File: src/rtl/adc_sample_ctrl_pkg.sv
// Shared types and defaults for the serial ADC sample sequencer.
package adc_sample_ctrl_pkg;

  typedef enum logic [1:0] {
    ST_IDLE  = 2'd0,
    ST_SHIFT = 2'd1,
    ST_QUIET = 2'd2,
    ST_WAIT  = 2'd3
  } state_e;

  localparam int unsigned CLK_DIV_DEF       = 5;
  localparam int unsigned NEDGES_DEF        = 17;
  localparam int unsigned QUIET_EDGES_DEF   = 2;
  localparam int unsigned SAMPLE_PERIOD_DEF = 2500;

  localparam int unsigned DATA_W   = 16;
  localparam int unsigned SAMPLE_W = 12;

  // Counter width for values 0..n-1, never narrower than one bit.
  function automatic int unsigned cnt_w(input int unsigned n);
    return (n < 2) ? 1 : $clog2(n);
  endfunction

endpackage

File: src/rtl/adc_sample_ctrl_if.sv
// Control, ADC pin and sample-delivery signals of the ADC sample sequencer.
interface adc_sample_ctrl_if;
  import adc_sample_ctrl_pkg::*;

  logic                enable;
  logic                cont;
  logic                start;
  logic [DATA_W-1:0]   data_in;
  logic                CS;
  logic                SCLK;
  logic [SAMPLE_W-1:0] sample;
  logic                sample_valid;
  logic                fmt_err;
  logic                busy;
  logic                overrun;

  modport master (
    input  enable, cont, start, data_in,
    output CS, SCLK, sample, sample_valid, fmt_err, busy, overrun
  );

  modport slave (
    output enable, cont, start, data_in,
    input  CS, SCLK, sample, sample_valid, fmt_err, busy, overrun
  );

endinterface

File: src/rtl/adc_sample_ctrl_sclk_gen.sv
// SCLK divider: toggles SCLK every CLK_DIV clocks while run_i, idles high otherwise.
module adc_sample_ctrl_sclk_gen
  import adc_sample_ctrl_pkg::*;
#(
  parameter int unsigned CLK_DIV = CLK_DIV_DEF
) (
  input  logic clk,
  input  logic reset,
  input  logic run_i,
  output logic sclk_o,
  output logic fall_o,
  output logic rise_o
);

  localparam int unsigned     DW       = cnt_w(CLK_DIV);
  localparam logic [DW-1:0]   DIV_LAST = DW'(CLK_DIV - 1);

  logic [DW-1:0] div_q, div_d;
  logic          sclk_q, sclk_d;
  logic          tgl;

  always_comb begin
    tgl    = run_i && (div_q == DIV_LAST);
    div_d  = '0;
    sclk_d = 1'b1;
    if (run_i) begin
      div_d  = tgl ? '0 : div_q + 1'b1;
      sclk_d = tgl ? ~sclk_q : sclk_q;
    end
  end

  always_ff @(posedge clk or negedge reset) begin
    if (!reset) begin
      div_q  <= '0;
      sclk_q <= 1'b1;
    end else begin
      div_q  <= div_d;
      sclk_q <= sclk_d;
    end
  end

  assign sclk_o = sclk_q;
  assign fall_o = tgl & sclk_q;
  assign rise_o = tgl & ~sclk_q;

endmodule

File: src/rtl/adc_sample_ctrl.sv
// Serial ADC frame sequencer: CS/SCLK framing, period timer, sample capture.
module adc_sample_ctrl
  import adc_sample_ctrl_pkg::*;
#(
  parameter int unsigned CLK_DIV       = CLK_DIV_DEF,
  parameter int unsigned NEDGES        = NEDGES_DEF,
  parameter int unsigned QUIET_EDGES   = QUIET_EDGES_DEF,
  parameter int unsigned SAMPLE_PERIOD = SAMPLE_PERIOD_DEF
) (
  input  logic              clk,
  input  logic              reset,
  adc_sample_ctrl_if.master bus
);

  localparam int unsigned   EMAX       = (NEDGES > QUIET_EDGES) ? NEDGES : QUIET_EDGES;
  localparam int unsigned   EW         = cnt_w(EMAX + 1);
  localparam int unsigned   TW         = cnt_w(SAMPLE_PERIOD);
  localparam logic [EW-1:0] SHIFT_LAST = EW'(NEDGES);
  localparam logic [EW-1:0] QUIET_LAST = EW'(QUIET_EDGES);
  localparam logic [TW-1:0] TMR_LAST   = TW'(SAMPLE_PERIOD - 1);

  state_e              state_q, state_d;
  logic [EW-1:0]       edge_q, edge_d;
  logic [TW-1:0]       tmr_q, tmr_d;
  logic                pend_q, pend_d;
  logic                ovr_q, ovr_d;
  logic                cap_q, cs_q, busy_q, valid_q, fmt_q;
  logic [SAMPLE_W-1:0] sample_q;
  logic                run, sclk, fall, rise, launch, expire;

  assign run = (state_q == ST_SHIFT) || (state_q == ST_QUIET);

  adc_sample_ctrl_sclk_gen #(.CLK_DIV(CLK_DIV)) u_sclk (
    .clk    (clk),
    .reset  (reset),
    .run_i  (run),
    .sclk_o (sclk),
    .fall_o (fall),
    .rise_o (rise)
  );

  always_comb begin
    state_d = state_q;
    edge_d  = edge_q;
    pend_d  = pend_q;
    ovr_d   = ovr_q;
    launch  = 1'b0;
    expire  = (state_q != ST_IDLE) && (tmr_q == TMR_LAST);

    unique case (state_q)
      ST_IDLE: begin
        if (bus.enable && (bus.cont || bus.start)) begin
          state_d = ST_SHIFT;
          launch  = 1'b1;
        end
      end
      ST_SHIFT: begin
        if (fall) edge_d = edge_q + 1'b1;
        if (rise && (edge_q == SHIFT_LAST)) begin
          state_d = ST_QUIET;
          edge_d  = '0;
        end
      end
      ST_QUIET: begin
        if (fall) edge_d = edge_q + 1'b1;
        if (rise && (edge_q == QUIET_LAST)) begin
          edge_d = '0;
          if (!bus.enable || !bus.cont) begin
            state_d = ST_IDLE;
          end else if (pend_q || expire) begin
            state_d = ST_SHIFT;
            launch  = 1'b1;
          end else begin
            state_d = ST_WAIT;
          end
        end
      end
      ST_WAIT: begin
        if (!bus.enable || !bus.cont) begin
          state_d = ST_IDLE;
        end else if (expire) begin
          state_d = ST_SHIFT;
          launch  = 1'b1;
        end
      end
      default: state_d = ST_IDLE;
    endcase

    // An expiry that coincides with QUIET exit launches directly and only flags overrun.
    if (expire && run) begin
      ovr_d  = 1'b1;
      pend_d = !launch;
    end
    if (launch || (state_d == ST_IDLE)) pend_d = 1'b0;
    if ((state_q == ST_IDLE) && launch) ovr_d = 1'b0;
    if (!bus.enable) ovr_d = 1'b0;

    tmr_d = (launch || expire || (state_d == ST_IDLE)) ? '0 : tmr_q + 1'b1;
  end

  always_ff @(posedge clk or negedge reset) begin
    if (!reset) begin
      state_q  <= ST_IDLE;
      edge_q   <= '0;
      tmr_q    <= '0;
      pend_q   <= 1'b0;
      ovr_q    <= 1'b0;
      cap_q    <= 1'b0;
      cs_q     <= 1'b1;
      busy_q   <= 1'b0;
      valid_q  <= 1'b0;
      fmt_q    <= 1'b0;
      sample_q <= '0;
    end else begin
      state_q <= state_d;
      edge_q  <= edge_d;
      tmr_q   <= tmr_d;
      pend_q  <= pend_d;
      ovr_q   <= ovr_d;
      cap_q   <= (state_q == ST_SHIFT) && (state_d == ST_QUIET);
      cs_q    <= (state_d != ST_SHIFT);
      busy_q  <= (state_d == ST_SHIFT) || (state_d == ST_QUIET);
      valid_q <= cap_q;
      fmt_q   <= cap_q && (bus.data_in[DATA_W-1:SAMPLE_W] != '0);
      if (cap_q) sample_q <= bus.data_in[SAMPLE_W-1:0];
    end
  end

  assign bus.CS           = cs_q;
  assign bus.SCLK         = sclk;
  assign bus.sample       = sample_q;
  assign bus.sample_valid = valid_q;
  assign bus.fmt_err      = fmt_q;
  assign bus.busy         = busy_q;
  assign bus.overrun      = ovr_q;

endmodule

File: src/flat_wrapper.sv
// flat-port wrapper written by rule: the top's interface ports become plain ports
module adc_sample_ctrl_flat import adc_sample_ctrl_pkg::*;
#(
  parameter int unsigned CLK_DIV       = CLK_DIV_DEF,
  parameter int unsigned NEDGES        = NEDGES_DEF,
  parameter int unsigned QUIET_EDGES   = QUIET_EDGES_DEF,
  parameter int unsigned SAMPLE_PERIOD = SAMPLE_PERIOD_DEF
)
  (clk, reset, bus_enable, bus_cont, bus_start, bus_data_in, bus_CS, bus_SCLK, bus_sample, bus_sample_valid, bus_fmt_err, bus_busy, bus_overrun);
  adc_sample_ctrl_if bus_i ();
  input  logic clk;
  input  logic reset;
  input wire logic [$bits(bus_i.enable)-1:0] bus_enable;
  input wire logic [$bits(bus_i.cont)-1:0] bus_cont;
  input wire logic [$bits(bus_i.start)-1:0] bus_start;
  input wire logic [$bits(bus_i.data_in)-1:0] bus_data_in;
  output wire logic [$bits(bus_i.CS)-1:0] bus_CS;
  output wire logic [$bits(bus_i.SCLK)-1:0] bus_SCLK;
  output wire logic [$bits(bus_i.sample)-1:0] bus_sample;
  output wire logic [$bits(bus_i.sample_valid)-1:0] bus_sample_valid;
  output wire logic [$bits(bus_i.fmt_err)-1:0] bus_fmt_err;
  output wire logic [$bits(bus_i.busy)-1:0] bus_busy;
  output wire logic [$bits(bus_i.overrun)-1:0] bus_overrun;
  assign bus_i.enable = bus_enable;
  assign bus_i.cont = bus_cont;
  assign bus_i.start = bus_start;
  assign bus_i.data_in = bus_data_in;
  assign bus_CS = bus_i.CS;
  assign bus_SCLK = bus_i.SCLK;
  assign bus_sample = bus_i.sample;
  assign bus_sample_valid = bus_i.sample_valid;
  assign bus_fmt_err = bus_i.fmt_err;
  assign bus_busy = bus_i.busy;
  assign bus_overrun = bus_i.overrun;
  adc_sample_ctrl #(.CLK_DIV(CLK_DIV), .NEDGES(NEDGES), .QUIET_EDGES(QUIET_EDGES), .SAMPLE_PERIOD(SAMPLE_PERIOD)) u_core (.clk(clk), .reset(reset), .bus(bus_i));
endmodule
File: config.mk
export PLATFORM = sky130hd
export DESIGN_NAME = adc_sample_ctrl_flat
export DESIGN_NICKNAME = d
export VERILOG_FILES = /design/src/rtl/adc_sample_ctrl_pkg.sv /design/src/rtl/adc_sample_ctrl_if.sv /design/src/rtl/adc_sample_ctrl_sclk_gen.sv /design/src/rtl/adc_sample_ctrl.sv /design/src/flat_wrapper.sv
export SDC_FILE = /design/constraint.sdc
export NUM_CORES = 1
export LEC_CHECK = 0
export ABC_AREA = 1
export CAP_MARGIN = 20
export CELL_PAD_IN_SITES_DETAIL_PLACEMENT = 0
export CELL_PAD_IN_SITES_GLOBAL_PLACEMENT = 1
export CORE_UTILIZATION = 45
export CTS_BUF_LIST = sky130_fd_sc_hd__clkbuf_4 sky130_fd_sc_hd__clkbuf_8
export CTS_CLUSTER_DIAMETER = 30
export DETAILED_ROUTE_END_ITERATION = 10
export PLACE_DENSITY = 0.91
export REMOVE_ABC_BUFFERS = 1
export SYNTH_ARGS = -nofsm -noshare
export SYNTH_HDL_FRONTEND = slang
export SYNTH_SLANG_ARGS = --single-unit
File: constraint.sdc
create_clock -name clk -period 3.6 [get_ports clk]
set_clock_uncertainty 0.05 [all_clocks]
set_input_delay 0.36 -clock clk [delete_from_list [all_inputs] [get_ports clk]]
set_output_delay 0.36 -clock clk [all_outputs]
set_load 0.005 [all_outputs]
==> results of run 1 <==
## state kept, by name, summed over array words and instances (netlist names)
signal                   cells
u_core.bus.sample           12
u_core.edge_q                5
u_core.u_sclk.div_q          3
u_core.pend_q                1
u_core.bus.sample_valid      1
u_core.cap_q                 1
u_core.bus.overrun           1
u_core.bus.fmt_err           1
u_core.u_sclk.sclk_o         1
u_core.bus.busy              1
u_core.state_q               2
u_core.bus.CS                1
u_core.tmr_q                12
## kinds of logic (layout without fill, tap and decap cells)
family,Yosys count,after routing,share of synthesized area [%]
flops,42,42,48.87
fa+ha+maj,14,14,8.125
xor+xnor,14,14,5.687
simple gates,95,95,21.71
mux,12,12,6.268
compound gates,10,10,2.843
buf+inv,35,79,6.500
## worst paths after layout
path / slack, ns / start / endpoint
max: 1.10 / u_core.state_q[0] / u_core.tmr_q[11]
min: 0.14 / reset / u_core.bus.sample[4]
max reg2reg: 1.10 / u_core.state_q[0] / u_core.tmr_q[11]
min reg2reg: 0.41 / u_core.tmr_q[0] / u_core.tmr_q[0]
max in group asynchronous: 2.80 / reset / u_core.tmr_q[10]
min in group clk: 0.41 / u_core.tmr_q[0] / u_core.tmr_q[0]
## routing by layer
layer / part of all wire (%) / routed length, µm
met1: 47 / 1693
met2: 43 / 1579
met3: 8.2 / 297
met5: 0 / 0
met4: 1.7 / 63
## cell usage after synthesis, drive strengths merged
| cell | instances | area, µm² |
|---|---|---|
| xnor2 | 4 | 35.03 |
| a211oi | 1 | 7.510 |
| nand2 | 41 | 173.9 |
| inv | 32 | 120.1 |
| mux2 | 12 | 135.1 |
| o21a | 1 | 7.510 |
| nand4 | 1 | 6.260 |
| nor2 | 34 | 170.2 |
| xor2 | 10 | 87.58 |
| dfstp | 2 | 52.55 |
| and3 | 2 | 12.51 |
| ha | 14 | 175.2 |
| clkinv | 1 | 3.750 |
| nand3 | 12 | 70.07 |
| dfrtp | 40 | 1001 |
| nor3 | 3 | 20.02 |
| buf | 2 | 16.26 |
| o21ai | 4 | 20.01 |
| nor3b | 1 | 7.510 |
| nand3b | 1 | 7.510 |
| o41a | 1 | 11.26 |
| a21oi | 3 | 15.01 |
## power by group
| group | leakage (nW) | switching, mW | total, mW | internal (mW) |
|---|---|---|---|---|
| logic | 0.696 | 0.0128 | 0.0316 | 0.0188 |
| registers | 0.545 | 0 | 0.471 | 0.471 |
| clock network | 0.0683 | 0.159 | 0.437 | 0.278 |
| total | 1.31 | 0.172 | 0.940 | 0.768 |
## stage by stage
stage,power (mW),hold slack [ns]
floorplan,0.4825,0.01441
global placement,0.5131,0.3918
detailed placement,0.5130,0.4010
CTS,0.9540,0.1761
global route,0.9769,0.2272
finish,0.9397,0.1379
## area by class of cell
type,instances,area share (%)
inverters,33,4.558
clock inverters,3,2.532
multi-input cells,145,35.41
repair buffers,38,13.81
well taps,52,2.394
clock buffers,5,2.532
flip-flops and latches,42,38.77
==> impl_metrics.yaml, run 1 <==
worst_setup_path:
  worstPathCellList: "inv_1 -> ha_1 -> nand3_2 -> nor2_2 -> nand2_2 -> nor2_2 -> nand3_1 -> nand3_1 -> a21oi_1 -> ha_1 -> inv_1 -> nand3_2 -> nor2_1"
  crit_buf_inv: 2
  cp.required_ns: 3.77
  cp_slowest_cell: "dfrtp_1"
  cp_top_family: "simple AND/OR/NAND/NOR gates"
  r2r_cells: 13
  criticalPathCategory: "flop to flop"
  cp-start-kind: "flop"
  arrival_ns: 2.67
  crit_path_max_incr_delay_ns: 0.41
  cp-end-kind: "flop"
  crit_fanout: 12
  cp.depth: 13
pwr:
  power.density_nw_per_um2: 345.8
  ir_drop_mv: 0.1975
  p_leak_nw: 1.310
synthesis:
  ys_seq_elements: 42
  yosysWarnings: 0
  netlist_area_um2: 2156
  yosys.cell_types.count: 30
  synth-seq-area-share_pct: 48.87
  synthCells: 222
  synth_area_per_cell_um2: 9.711
layout:
  syn_to_final_growth_pct: 26.06
  multi_input_area_um2: 962.2
  final_cell_area_um2: 2718
  layout-drive-gt1-share_pct: 20.30
  final_common_cell: "dfrtp_1"
  fin_cells: 318
  final_cell_mix: "dfrtp_1, clkdlybuf4s50_1, nand2_1, inv_1, nor2_1"
  fillers: 377
  final_nets: 300
  seq_area_um2: 1054
  antenna_cells: 0
  utilization_pct: 60.74
route:
  drtPass1Iterations: 7
  route.detailed.drc: 6
  wl_um: 3634
  ant_nets: 0
  vias: 1518
  routedWlPerCell_um: 11.43
  avgViaCountPerCell: 4.774
  drtIter0Drc: 57
timing:
  slew_violations: 0
  rsz0062_at_grt: "no"
  worst_slack_ns: 1.102
  hold_viol: 0
  min_period_over_period_pct: 69.40
  slew_headroom_pct: 40.93
  worst_slew_pin_slew_ns: 0.8860
  finalSetupTns_ns: 0
  max_clock_freq_mhz: 400.2
  setup-violations-final: 0
  period_minus_slack_ns: 2.498
die:
  die-area_um2: 5072
  pin_count: 39
  start_util_pct: 48.18
  coreArea_um2: 4474
  num_rows: 24
  die_w_um: 71.22
  die_h_um: 71.22
global_route:
  use_met1_pct: 20.43
  grt_pass1_wl_um: 6334
  grt_use_met2_pct: 26.03
  top_usage_layer: "met2"
  grt_max_degree: 43
  gr-total-overflow: 0
  grt_pass1_vias: 1454
  track_usage_pct: 15.94
  use_met3_pct: 4.079
  antenna_found_initial: 0
placed_design:
  place_area_um2: 2580
  dp_slack_ns: 1.079
  placed_cells: 310
  dp_hpwl_um: 2727
  numPortBuffers: 38
  gp_congestion: 0.8650
clock_tree:
  postCtsSetupBuffers: 0
  cts_resized: 0
  clockBufferDepth: 2
  clk_latency_ns: 0.29
  clock-root-buffer: "clkbuf_8"
  postCtsHoldBufs: 0
  cts_sinks: 42
  cts_tree: "done"
  clk_pin_slew_ns: 0.08
  cts-htree-levels: 2
  cts_inserted_buffers: 5
run_status:
  violations: "DRC"
  outcome: "finished, violations left"
min_path:
  hold_path_class: "primary input to asynchronous set/reset pin"
job:
  drv_cap: 0
Note: power is estimated with default switching activity, not from simulation.
==> run 2: changes to the inputs <==
--- a/config.mk
+++ b/config.mk
@@ -9,11 +9,11 @@
 export CAP_MARGIN = 20
 export CELL_PAD_IN_SITES_DETAIL_PLACEMENT = 0
 export CELL_PAD_IN_SITES_GLOBAL_PLACEMENT = 1
-export CORE_UTILIZATION = 45
+export CORE_UTILIZATION = 37
 export CTS_BUF_LIST = sky130_fd_sc_hd__clkbuf_4 sky130_fd_sc_hd__clkbuf_8
 export CTS_CLUSTER_DIAMETER = 30
 export DETAILED_ROUTE_END_ITERATION = 10
-export PLACE_DENSITY = 0.91
+export PLACE_DENSITY = 0.8
 export REMOVE_ABC_BUFFERS = 1
 export SYNTH_ARGS = -nofsm -noshare
 export SYNTH_HDL_FRONTEND = slang
==> constraint.sdc (replaced) <==
create_clock -name clk -period 2.1 [get_ports clk]
set_clock_uncertainty 0.05 [all_clocks]
set_input_delay 0.21 -clock clk [delete_from_list [all_inputs] [get_ports clk]]
set_output_delay 0.21 -clock clk [all_outputs]
set_load 0.005 [all_outputs]
==> impl_metrics.yaml, run 2 (synthesized netlist as in run 1, its figures left out) <==
run_status:
  outcome: "finished, violations left"
  violations: "setup timing"
route:
  vias: 1633
  routedWlPerCell_um: 11.85
  route.detailed.drc: 0
  drtIter0Drc: 78
  drtPass1Iterations: 4
  ant_nets: 0
  wl_um: 4327
  avgViaCountPerCell: 4.474
layout:
  antenna_cells: 0
  final_cell_mix: "dfrtp_1, clkdlybuf4s50_1, nand2_1, inv_1, buf_4"
  layout-drive-gt1-share_pct: 32.42
  final_common_cell: "dfrtp_1"
  utilization_pct: 54.66
  syn_to_final_growth_pct: 41.32
  final_nets: 327
  fin_cells: 365
job:
  drv_cap: 0
worst_setup_path:
  cp.required_ns: 2.23
  criticalPathCategory: "flop to flop"
  arrival_ns: 2.24
  r2r_cells: 16
  crit_fanout: 4
  cp-end-kind: "flop"
  cp-start-kind: "flop"
pwr:
  internal_power_mw: 1.122
  seq_power_share_pct: 57.3
  clkPwrFrac_pct: 38.4
  p_comb_share_pct: 4.2
  p_leak_nw: 1.463
  power.density_nw_per_um2: 462.6
  switchingPower_mw: 0.2872
  p_sw_share_pct: 20.38
  ir_drop_mv: 0.4596
  p_total_mw: 1.409
timing:
  worst_slew_pin_slew_ns: 0.5442
  max_clock_freq_mhz: 474.7
  worst_slack_ns: -0.006773
  slew_violations: 0
  setup-violations-final: 4
  hold_viol: 0
  min_period_over_period_pct: 100.3
  slew_headroom_pct: 63.72
  rsz0062_at_grt: "yes"
  period_minus_slack_ns: 2.107
clock_tree:
  clk_pin_slew_ns: 0.08
  cts_tree: "done"
  cts_inserted_buffers: 5
  clock-root-buffer: "clkbuf_8"
  cts_sinks: 42
  clockBufferDepth: 2
  clk_latency_ns: 0.29
  cts-htree-levels: 2
global_route:
  grt_pass1_vias: 1631
  grt_pass1_wl_um: 7500
  grt_max_degree: 43
  antenna_found_initial: 0
  gr-total-overflow: 0
  track_usage_pct: 15.80
min_path:
  hold_path_class: "flop to flop"
  hold_depth: 1
die:
  die_w_um: 78.33
  coreArea_um2: 5574
  pin_count: 39
  die_h_um: 78.33
  start_util_pct: 38.68
  die-area_um2: 6136
  num_rows: 27
placed_design:
  numPortBuffers: 38
  gp_congestion: 0.8425
  placed_cells: 349
  dp_hpwl_um: 3122
==> run 2: timing repair <==
item | 4_1_cts | 5_1_grt
hold buffers | 1 | 0
cloned | 0 | 1
pin swaps | 3 | 4
setup endpoints to repair | 14 | 16
setup buffers | 3 | 3
gates resized for setup | 8 | 17
hold endpoints to repair | 40 | 0
==> run 2: critical path, cell delays in order, from the launching register on <==
cell and delay [ns]:
dfrtp_1 0.41, inv_1 0.07, ha_2 0.20, nand3_4 0.09
nor2_4 0.14, buf_6 0.12, nand3_4 0.06, nand2_1 0.07
nand3b_1 0.07, nand2_1 0.06, nand2_1 0.06, o21ai_2 0.08
ha_2 0.20, inv_2 0.04, nand3_4 0.09, clkbuf_16 0.15
nor2_2 0.03
==> run 2: cell type report <==
class / count / area [µm²]
flip-flops and latches: 42 / 1054
clock inverters: 1 / 5.005
multi-input cells: 145 / 1062
well taps: 72 / 90.09
inverters: 33 / 123.9
repair buffers: 65 / 621.8
fillers: 512 / 2527
clock buffers: 7 / 90.09
==> run 2: power groups by stage <==
stage	combinational [mW]	clock (mW)	sequential, mW
2_1_floorplan	0.00277	0	0.824
3_3_place_gp	0.0588	0	0.824
3_5_place_dp	0.0601	0	0.824
4_1_cts	0.0618	0.571	0.808
5_1_grt	0.0669	0.606	0.808
6_report	0.0598	0.541	0.808
==> run 2: layer usage <==
metal,GRT usage [%],part of all wire [%],vias to the layer above
li1,-,-,832
met1,20.28,46,770
met2,26.58,50,24
met3,3.953,3.1,7
met4,3.889,0.97,0
met5,0,0,-
==> run 2: path summary, 6_finish.rpt <==
kind	start	endpoint	slack [ns]
setup / recovery	u_core.u_sclk.div_q[0]	u_core.tmr_q[3]	-0.007
hold / removal	u_core.tmr_q[0]	u_core.tmr_q[0]	0.42
setup reg to reg	u_core.u_sclk.div_q[0]	u_core.tmr_q[3]	-0.007
hold reg to reg	u_core.tmr_q[0]	u_core.tmr_q[0]	0.42
max in group asynchronous	reset	u_core.u_sclk.sclk_o	1.16
min in group asynchronous	reset	u_core.state_q[1]	0.46
==> run 2: metrics by stage <==
| stage | setup WS (ns) | TNS (ns) | area [µm²] | hold slack, ns |
|---|---|---|---|---|
| final | -0.006773 | -0.01645 | 3047 | 0.4223 |
| after global routing | -0.1419 | -1.537 | 3047 | 0.4516 |
| after CTS | -0.02160 | -0.1214 | 2922 | 0.4308 |
| after detailed placement | -0.1073 | -1.174 | 2760 | 0.2675 |
| after global placement | -0.01341 | -0.06186 | 2760 | 0.2660 |
| after floorplan | -0.08279 | -0.8618 | 2140 | -0.1356 |
==> run 3: changes to the inputs <==
--- a/config.mk
+++ b/config.mk
@@ -5,15 +5,15 @@
 export SDC_FILE = /design/constraint.sdc
 export NUM_CORES = 1
 export LEC_CHECK = 0
-export ABC_AREA = 1
+export ABC_AREA = 0
 export CAP_MARGIN = 20
 export CELL_PAD_IN_SITES_DETAIL_PLACEMENT = 0
 export CELL_PAD_IN_SITES_GLOBAL_PLACEMENT = 1
-export CORE_UTILIZATION = 37
+export CORE_UTILIZATION = 43
 export CTS_BUF_LIST = sky130_fd_sc_hd__clkbuf_4 sky130_fd_sc_hd__clkbuf_8
 export CTS_CLUSTER_DIAMETER = 30
 export DETAILED_ROUTE_END_ITERATION = 10
-export PLACE_DENSITY = 0.8
+export PLACE_DENSITY = 0.85
 export REMOVE_ABC_BUFFERS = 1
 export SYNTH_ARGS = -nofsm -noshare
 export SYNTH_HDL_FRONTEND = slang
==> constraint.sdc (replaced) <==
create_clock -name clk -period 2.35 [get_ports clk]
set_clock_uncertainty 0.05 [all_clocks]
set_input_delay 0.235 -clock clk [delete_from_list [all_inputs] [get_ports clk]]
set_output_delay 0.235 -clock clk [all_outputs]
set_load 0.005 [all_outputs]
==> impl_metrics.yaml, run 3 <==
synthesis:
  yosysMostFrequentCell: "dfrtp_1"
  yosysTopAreaCell: "dfrtp_1"
  yosysTopAreaCellShare_pct: 46.46
  synth_area_per_cell_um2: 11.40
  synth-seq-area-share_pct: 48.90
  synthCells: 189
  netlist_area_um2: 2155
  yosys-top-cells-area: "dfrtp_1, ha_1, mux2_2, xnor2_1, nor2_1"
  synthFlopType: "dfrtp_1"
  synth_edf_count: 0
  async_reset_ff_share_pct: 100.0
  yosysWarnings: 0
  ys_seq_elements: 42
  yosys.cell_types.count: 46
  synth_top_cells_by_count: "dfrtp_1, nor2_1, ha_1, inv_1, mux2_2"
route:
  routedWlPerCell_um: 13.13
  drtIter0Drc: 104
  avgViaCountPerCell: 5.006
  drtPass1Iterations: 4
  vias: 1757
  ant_nets: 0
  route.detailed.drc: 0
  wl_um: 4608
run_status:
  outcome: "finished, violations left"
  violations: "setup timing"
placed_design:
  place_area_um2: 2944
  numPortBuffers: 38
  placed_cells: 337
  gp_congestion: 0.8963
  dp_slack_ns: -0.4408
  dp_hpwl_um: 3331
global_route:
  grt_max_degree: 43
  gr-total-overflow: 0
  grt_pass1_vias: 1730
  track_usage_pct: 18.70
  antenna_found_initial: 0
  grt_pass1_wl_um: 7507
clock_tree:
  clock-root-buffer: "clkbuf_8"
  cts_tree: "done"
  cts_inserted_buffers: 5
  cts-htree-levels: 2
  postCtsHoldBufs: 0
  clk_latency_ns: 0.29
  clk_pin_slew_ns: 0.08
  cts_sinks: 42
  clockBufferDepth: 2
layout:
  final_cell_area_um2: 3271
  fin_cells: 351
  final_common_cell: "buf_4"
  utilization_pct: 68.34
  final_cell_mix: "buf_4, dfrtp_1, clkdlybuf4s50_1, mux2_2, ha_1"
  final_nets: 318
  antenna_cells: 0
  syn_to_final_growth_pct: 51.80
  layout-drive-gt1-share_pct: 37.68
  fillers: 360
worst_setup_path:
  r2r_start: "u_core.state_q[0]"
  cp-end-kind: "flop"
  r2r_cells: 10
  criticalPathCategory: "flop to flop"
  crit_path_max_incr_delay_ns: 0.47
  arrival_ns: 2.93
  cp_slowest_cell: "or4b_4"
  crit_fanout: 6
  worstPathCellList: "inv_2 -> ha_4 -> or4b_4 -> nor3_4 -> o41ai_4 -> a31o_2 -> ha_4 -> a2111o_1 -> buf_6 -> nor2_2"
  rrSetupSlack_ns: -0.40
  cp-start-kind: "flop"
  cp.required_ns: 2.53
  crit_top_cell: "ha_4"
  reg2reg_to: "u_core.tmr_q[5]"
  startpoint: "u_core.state_q[0]"
job:
  drv_cap: 0
timing:
  period_minus_slack_ns: 2.751
  rsz0062_at_grt: "yes"
  hold_viol: 0
  whs_ns: 0.008138
  worst_slew_pin_slew_ns: 0.8943
  slew_headroom_pct: 40.38
  slew_violations: 0
  setup-violations-final: 16
  max_clock_freq_mhz: 363.5
  finalSetupTns_ns: -5.224
  worst_slack_ns: -0.4010
  min_period_over_period_pct: 117.1
die:
  coreArea_um2: 4786
  start_util_pct: 45.02
  die_w_um: 72.79
  num_rows: 25
  pin_count: 39
  die-area_um2: 5298
  die_h_um: 72.79
pwr:
  p_leak_nw: 1.470
  power.density_nw_per_um2: 1131
  p_total_mw: 3.698
  ir_drop_mv: 0.5583
min_path:
  hold_path_class: "primary input to asynchronous set/reset pin"
## run 3: worst max path at each step
stage	cells past startpoint	slack, ns	end
floorplan	9	-0.51	u_core.tmr_q[6]
global placement	10	-0.33	u_core.tmr_q[8]
detailed placement	10	-0.44	u_core.tmr_q[6]
CTS	10	-0.35	u_core.tmr_q[3]
global route	10	-0.47	u_core.tmr_q[5]
finish	10	-0.40	u_core.tmr_q[5]
## run 3: critical path, delay by kind of cell, from the launching register on
kind,cells,cell delay [ns]
and+or+nand+nor,3,0.82
AOI/OAI and AO/OA,3,0.75
adders and majority gates,2,0.43
DFF,1,0.40
buffers and inverters,2,0.24
## run 3: logic make-up after synthesis
family,share of synthesized area (%)
mux,6.272
buf+inv,3.135
fa+ha+maj,8.130
simple gates,19.45
flops,48.90
xor+xnor,5.691
compound gates,8.421
## run 3: cell type report
type,count,area (µm²),area share [%]
repair buffers,91,780.7,23.87
well taps,67,83.83,2.563
clock inverters,2,60.06,1.836
clock buffers,6,82.58,2.525
flip-flops and latches,42,1054,32.21
multi-input cells,131,1165,35.62
inverters,12,45.04,1.377
## run 3: layer usage
layer	GRT usage (%)	up-vias	share of wire, %
li1	-	864	-
met1	22.81	831	45
met2	32.29	53	48
met3	4.144	9	5.3
met4	7.190	0	2.0
met5	0	-	0
## run 3: timing repair
item	4_1_cts	5_1_grt
setup endpoints to repair	16	16
buffers inserted	4	2
gates resized for setup	19	12
pin swaps	4	1
## run 3: power breakdown
group	switching (mW)	total (mW)	internal, mW
clock	0.246	0.699	0.453
combinational	0.835	1.95	1.11
sequential	0.115	1.05	0.936
